### src/rtl/rf_context_ctrl.sv
// rf_context_ctrl: sequences a save, restore or swap of the RF state chain.
// The array is halted, the registers are snapshotted into the shadow chain,
// the chain is shifted bit-serially against an external context store (with
// per-bit flow control), and the shadow is optionally loaded back into the
// registers. One instance sits between the context manager and one RF chain.
module rf_context_ctrl #(
    parameter int STATE_LENGTH = 128,
    parameter int CNT_WIDTH    = 8,
    parameter int DRAIN_CYCLES = 2
) (
    input  logic       iClk,
    input  logic       iReset,
    input  logic       iReq,
    input  logic [1:0] iMode,
    output logic       oAck,
    output logic       oBusy,
    output logic       oDone,
    output logic       oHalt,
    output logic       oOldStateOut,
    output logic       oNewStateIn,
    output logic       oStateShift,
    output logic       oStateDataIn,
    input  logic       iStateDataOut,
    input  logic       iCtxData,
    input  logic       iCtxStall,
    output logic       oCtxData,
    output logic       oCtxValid
);

    // Mode encoding: bit0 = capture the live registers, bit1 = load new ones.
    localparam logic [1:0] MODE_NULL = 2'b00;

    // Final bit index of the chain and final drain cycle index.
    localparam logic [CNT_WIDTH-1:0] LAST_BIT   = CNT_WIDTH'(STATE_LENGTH - 1);
    localparam logic [3:0]           LAST_DRAIN = 4'(DRAIN_CYCLES - 1);

    typedef enum logic [2:0] {
        IDLE,
        DRAIN,
        SNAP,
        SHIFT,
        LOAD,
        DONE
    } state_t;

    state_t               state;
    logic [1:0]           mode;
    logic [3:0]           drain_cnt;
    logic [CNT_WIDTH-1:0] bit_cnt;

    logic ack_q;
    logic busy_q;
    logic done_q;
    logic halt_q;
    logic snap_q;
    logic load_q;

    logic in_shift;
    logic shift_go;

    // A shift only happens while the context store is ready; a stalled
    // cycle moves nothing, so the chain and the store stay in lockstep.
    assign in_shift = (state == SHIFT);
    assign shift_go = in_shift & ~iCtxStall;

    // Sequencer: state transitions plus registered control strobes, which
    // are set on the edge that enters the state they belong to.
    always_ff @(posedge iClk or negedge iReset) begin
        if (!iReset) begin
            state     <= IDLE;
            mode      <= MODE_NULL;
            drain_cnt <= '0;
            bit_cnt   <= '0;
            ack_q     <= 1'b0;
            busy_q    <= 1'b0;
            done_q    <= 1'b0;
            halt_q    <= 1'b0;
            snap_q    <= 1'b0;
            load_q    <= 1'b0;
        end else begin
            ack_q  <= 1'b0;
            done_q <= 1'b0;
            snap_q <= 1'b0;
            load_q <= 1'b0;
            case (state)
                IDLE: begin
                    if (iReq) begin
                        mode   <= iMode;
                        ack_q  <= 1'b1;
                        busy_q <= 1'b1;
                        if (iMode == MODE_NULL) begin
                            state  <= DONE;
                            done_q <= 1'b1;
                        end else begin
                            state     <= DRAIN;
                            halt_q    <= 1'b1;
                            drain_cnt <= '0;
                        end
                    end
                end
                DRAIN: begin
                    if (drain_cnt == LAST_DRAIN) begin
                        drain_cnt <= '0;
                        bit_cnt   <= '0;
                        if (mode[0]) begin
                            state  <= SNAP;
                            snap_q <= 1'b1;
                        end else begin
                            state <= SHIFT;
                        end
                    end else begin
                        drain_cnt <= drain_cnt + 4'd1;
                    end
                end
                SNAP: begin
                    state   <= SHIFT;
                    bit_cnt <= '0;
                end
                SHIFT: begin
                    if (!iCtxStall) begin
                        if (bit_cnt == LAST_BIT) begin
                            bit_cnt <= '0;
                            if (mode[1]) begin
                                state  <= LOAD;
                                load_q <= 1'b1;
                            end else begin
                                state  <= DONE;
                                done_q <= 1'b1;
                            end
                        end else begin
                            bit_cnt <= bit_cnt + 1'b1;
                        end
                    end
                end
                LOAD: begin
                    state  <= DONE;
                    done_q <= 1'b1;
                end
                DONE: begin
                    state  <= IDLE;
                    busy_q <= 1'b0;
                    halt_q <= 1'b0;
                end
                default: begin
                    state  <= IDLE;
                    busy_q <= 1'b0;
                    halt_q <= 1'b0;
                end
            endcase
        end
    end

    assign oAck         = ack_q;
    assign oBusy        = busy_q;
    assign oDone        = done_q;
    assign oHalt        = halt_q;
    assign oOldStateOut = snap_q;
    assign oNewStateIn  = load_q;

    // Serial datapath: restores feed the chain from the store, save-only
    // recirculates so the shadow ends up holding its snapshot again.
    assign oStateShift  = shift_go;
    assign oCtxValid    = shift_go;
    assign oStateDataIn = in_shift & (mode[1] ? iCtxData : iStateDataOut);
    assign oCtxData     = in_shift & iStateDataOut;

endmodule

### config.mk
export PLATFORM = sky130hd
export DESIGN_NAME = rf_context_ctrl
export DESIGN_NICKNAME = d
export VERILOG_FILES = /design/src/rtl/rf_context_ctrl.sv
export SDC_FILE = /design/constraint.sdc
export NUM_CORES = 1
export LEC_CHECK = 0
export CAP_MARGIN = 15
export CORE_ASPECT_RATIO = 0.7
export CORE_MARGIN = 2
export CORE_UTILIZATION = 47
export CTS_CLUSTER_SIZE = 25
export DETAILED_ROUTE_END_ITERATION = 12
export HOLD_SLACK_MARGIN = 0.02
export MAX_ROUTING_LAYER = met4
export PLACE_DENSITY = 0.71
export SYNTH_ARGS = -nofsm -noshare
export SYNTH_HDL_FRONTEND = slang
export SYNTH_SLANG_ARGS = --single-unit
### constraint.sdc
create_clock -name iClk -period 2.2 [get_ports iClk]
set_input_delay 0.33 -clock iClk [delete_from_list [all_inputs] [get_ports iClk]]
set_output_delay 0.33 -clock iClk [all_outputs]
set_load 0.05 [all_outputs]
**Word level (Yosys, flattened, before mapping)**

Cells that the tools add are included.

- Flip-flop bits (word level): 23
- Output and inout port bits: 10
- Word-level logic and storage cells: 76
- Input bits: 8

- Reduce and logical (&&, ||, !) cells: 11
- Equality and inequality tests: 11
- Add/sub/neg operators: 2
- Muxes and demuxes: 37
- Bitwise gates (word level): 5

Operators with widths:

| cell | number |
|---|---|
| two-way mux 8 bit | 3 |
| one-hot mux 8 bit (3 select lines) | 1 |
| two-way mux 1 bit | 20 |
| two-way mux 3 bit | 5 |
| one-hot mux 3 bit (5 select lines) | 1 |
| two-way mux 4 bit | 3 |
| AND reduction 3 bit | 3 |
| adder 8 x 1 -> 8 bit, second input constant | 1 |
| == test 8 x 7 -> 1 bit, second input constant | 1 |
| != test 2 bit, second input constant | 4 |
| one-hot mux 4 bit (2 select lines) | 1 |
| == test 3 x 2 -> 1 bit, second input constant | 2 |
| adder 4 x 1 -> 4 bit, second input constant | 1 |
| == test 4 x 1 -> 1 bit, second input constant | 1 |
| one-hot mux 1 bit (2 select lines) | 2 |
| AND reduction 2 bit | 2 |
| AND reduction 4 bit | 1 |
| OR reduction 4 bit | 1 |
| AND 1 bit | 3 |
| == test 3 x 1 -> 1 bit, second input constant | 1 |
| == test 3 bit, second input constant | 1 |
| logical NOT 3 bit | 1 |
| one-hot mux 1 bit (3 select lines) | 1 |
| nonzero test 3 bit | 1 |
| other kinds (4) | 5 |

**Longest topological paths before layout**

- Depth after elaboration: 4
- Depth in mapped cells: 6
- Depth with buffers taken out: 6

**Least setup slack after synthesis**

No wires, ideal clock.

- Kind: reg-to-output
- Start: reg state[2]
- End: out oStateShift
- Data required time: 1.870 ns
- Data arrival time: 1.523 ns
- Buffers on the path: 2
- Cell stages (with the launch flop): 6
- Slack: 0.347 ns
- Path through: dfrtp_1 > buf_6 > and3b_2 > nand2b_4 > inv_1 > buf_4

- Longest elaborated chain between the ends: 2

Ends and longest elaborated chain:

| item | RTL line | text |
|---|---|---|
| start, declared | 46 | `state_t state;` |
| start signal, assigned | 70 | `state <= IDLE;` |
| start signal, assigned | 92 | `state <= DONE;` |
| start signal, assigned | 95 | `state <= DRAIN;` |
| == test 3 x 2 -> 1 bit | 63 | `assign in_shift = (state == SHIFT);` |
| AND 1 bit | 64 | `assign shift_go = in_shift & ~iCtxStall;` |
| end, declared | 21 | `output logic oStateShift,` |

No other way between the ends.

**Final worst setup path**

- Start: reg state[2]
- End: out oCtxValid

- Longest elaborated chain between the ends: 2

Ends and longest elaborated chain:

| item | RTL line | text |
|---|---|---|
| == test 3 x 2 -> 1 bit | 63 |  |
| AND 1 bit | 64 |  |
| end, declared | 27 | `output logic oCtxValid` |

No other way between the ends.

==> results.md <==
* Commonest non-fill, non-tap cells in the layout: dfrtp_1 (22), clkdlybuf4s50_1 (13), nand2_1 (12), o21ai_0 (12), nor2_1 (9)
* GRT Util Overall at 0.203
* Largest net degree at the start of global routing at 24
* Grt total ovfl at 0
* Avg Cell Area, Syn at ~10 um2
* Sw power at roughly 0.8 mW
* Row cnt at 15
* CP Data Arrival Time at 1730 ps
* EDFF count, synth at 0
* Final Wtd Congestion at around 0.8
* Maximum VDD drop at about 640 uV
* Worst Hold Class: in -> async
* Clk_lat worst skew at ~260 ps
* Number of vias per cell at 5.49
* Post-Syn Instances at approximately 120
* I/O Pins at 18
* Final Hold Slack at just over 400 ps
* Crit-path cells: and3b_2, nand2b_4, inv_1, buf_12
* Synth area leader: dfrtp_1
* N_diodes at 0
* P_int at roughly 1.1 mW
* CP peak stage delay at 520 ps
* RSZ-0062 raised after global routing: no
* Hold Buf Count CTS at 0
* Final setup fails at 0
* Leak at around 0.64 nW
* Sink Count at 23
* Share of layout cells above drive strength 1 at 0.143
* Synthesis Warnings at 0
* DRT iter0 DRCs at about 80
* CTS Root Cell: clkbuf_8
* Max_cap viols at 0
* Final Max Tran Viols at 0
* Final net count at 152
* Wirelength, routed at 2.56 mm
* CTS clk-pin slew, worst paths at approximately 80 ps
* Crit. End Element: output port
* Startpoint type of the worst setup path: register
* Endpoints failing hold at 0
* Multi-input gate area at between 600 and 700 um2
* Max_slew headroom at 0.665
* Initial antenna violation count at 0
* Post-DP HPWL at just under 2 mm
* Height of the die at about 47 um
* Die ar. at 3060 um2
* Worst-margin pin slew at approximately 500 ps
* DR pass1 iterations at 4
* Post_cts resized at 0
* Netlist cell types at 41
* Seq pwr share at 0.378
* Worst r2r src: state[2]
* Layout area overhead at 22.9%
* WP data required at around 1900 ps
* Vias in the first global route at approximately 920
* Routed WL per cell at 14.7 um
* Clk pwr share at 0.136
* Final Skew at around 9.1 ps
* FILL cells at 214
* CTS tree: done
* Combinational share of power at 0.486
* Sw Share at 0.431
* Setup Fix Bufs, Post-CTS at 0
* Power Dens Cells at about 1200 nW/um2
* FMAX at just under 500 MHz
* Global-route wire length before repair at approximately 4.4 mm
* Starting Density at 0.498
* Crit path kind: reg -> out
* Core Footprint at roughly 2500 um2
* Critical path's slowest cell: dfrtp_1
* Post-synth top area share at 0.466
* Top_reg_cell synth: dfrtp_1
* Mapped cell area at 1230 um2
* Setup TNS at 0 ps
* Die W at ~65 um
* Drc violations at 0
* Clock buffer depth at 2
* Crit. Startpoint: state[2]
* Largest cells by area after synthesis: dfrtp_1 (47%), o21ai_0 (4.9%), nand2_1 (3.6%)
* Register Area at 577 um2
* Crit path time final at ~2100 ps
* Register area share after synthesis at 0.466
* Yosys reg bits at 23
* Commonest non-fill, non-tap cell in the layout: dfrtp_1
* Vias at 955
* H-Tree Depth at 1
* Async set-or-reset flop fraction in the synthesized netlist at 1.00
* Synth Net Count at 132
* Cts bufs inserted at 3
* Tcrit/Tclk final at 0.935
* Input/output buffers at 17
* Outcome: finished, final reports clean
* Crit-path max FO at 10
* Antenna Nets Post-Route at 0
[registers in the layout, summed over array words and instances, names as in the netlist]
signal	count
state	3
oOldStateOut	1
oHalt	1
mode	2
oAck	1
oNewStateIn	1
oDone	1
bit_cnt	8
drain_cnt	4
oBusy	1
[cell usage after synthesis, types with 2 or more instances]
cell type / number
dfrtp_1: 23
nand2_1: 12
o21ai_0: 12
nor2_1: 9
inv_1: 6
a21oi_1: 5
nand3_1: 5
a22o_1: 3
ha_1: 3
mux2_2: 3
a31oi_1: 2
and3_1: 2
and4_1: 2
buf_4: 2
mux2i_1: 2
nand2b_1: 2
nand4_1: 2
o21bai_1: 2
o31ai_1: 2
[metrics by stage]
stage	std cells	power, mW	instance area [um2]	setup slack [ps]	utilization
6_report	174	1.89	1520	144	0.613
3_3_place_gp	170	1.60	1470	484	0.594
3_5_place_dp	170	1.63	1470	423	0.594
4_1_cts	174	1.89	1520	126	0.612
5_1_grt	174	2.02	1520	77.6	0.613
2_1_floorplan	121	1.30	1230	347	-
[worst max-delay path: cells and delay by family (launching register included)]
| kind | cells | cell delay [ps] |
|---|---|---|
| DFF | 1 | 520 |
| and+or+nand+nor | 2 | 480 |
| buffers and inverters | 2 | 470 |
[cell type report]
type / instances / share of cell area
Inverter: 6 / 0.0148
Sequential cell: 23 / 0.380
Tap cell: 34 / 0.0280
Multi-Input combinational cell: 88 / 0.399
Timing Repair Buffer: 19 / 0.148
Clock buffer: 4 / 0.0297
[cell families after synthesis]
kind of cell | Yosys count | share of synthesized area
AOI/OAI and AO/OA | 35 | 0.193
muxes | 5 | 0.0436
buffers and inverters | 10 | 0.0436
and+or+nand+nor | 45 | 0.224
DFF | 23 | 0.466
adders and majority gates | 3 | 0.0304
[final timing paths]
kind / cells after the start / end / slack [ps]
setup / recovery: 4 / oCtxValid / 140
hold / removal: 2 / bit_cnt[3] / 400
setup reg to reg: 5 / oDone / 500
hold reg to reg: 1 / bit_cnt[7] / 480
max in group asynchronous: 2 / state[0] / 1540
min in group iClk: 1 / bit_cnt[7] / 480
[layer usage]
metal / up-vias / global-route usage / routed length [um]
met5: - / - / 0
met4: 0 / 0.0333 / 25
met3: 5 / 0.0504 / 202
met2: 35 / 0.280 / 1000
met1: 433 / 0.304 / 1330
li1: 482 / - / -
[power groups by stage]
| stage | Clock, mW | Combinational, mW | Sequential [mW] |
|---|---|---|---|
| finish | 0.258 | 0.918 | 0.713 |
| global route | 0.282 | 0.991 | 0.743 |
| CTS | 0.261 | 0.919 | 0.708 |
| floorplan | 0 | 0.586 | 0.716 |
| detailed placement | 0 | 0.920 | 0.711 |
| global placement | 0 | 0.898 | 0.706 |
(Power assumes the default switching activity.)
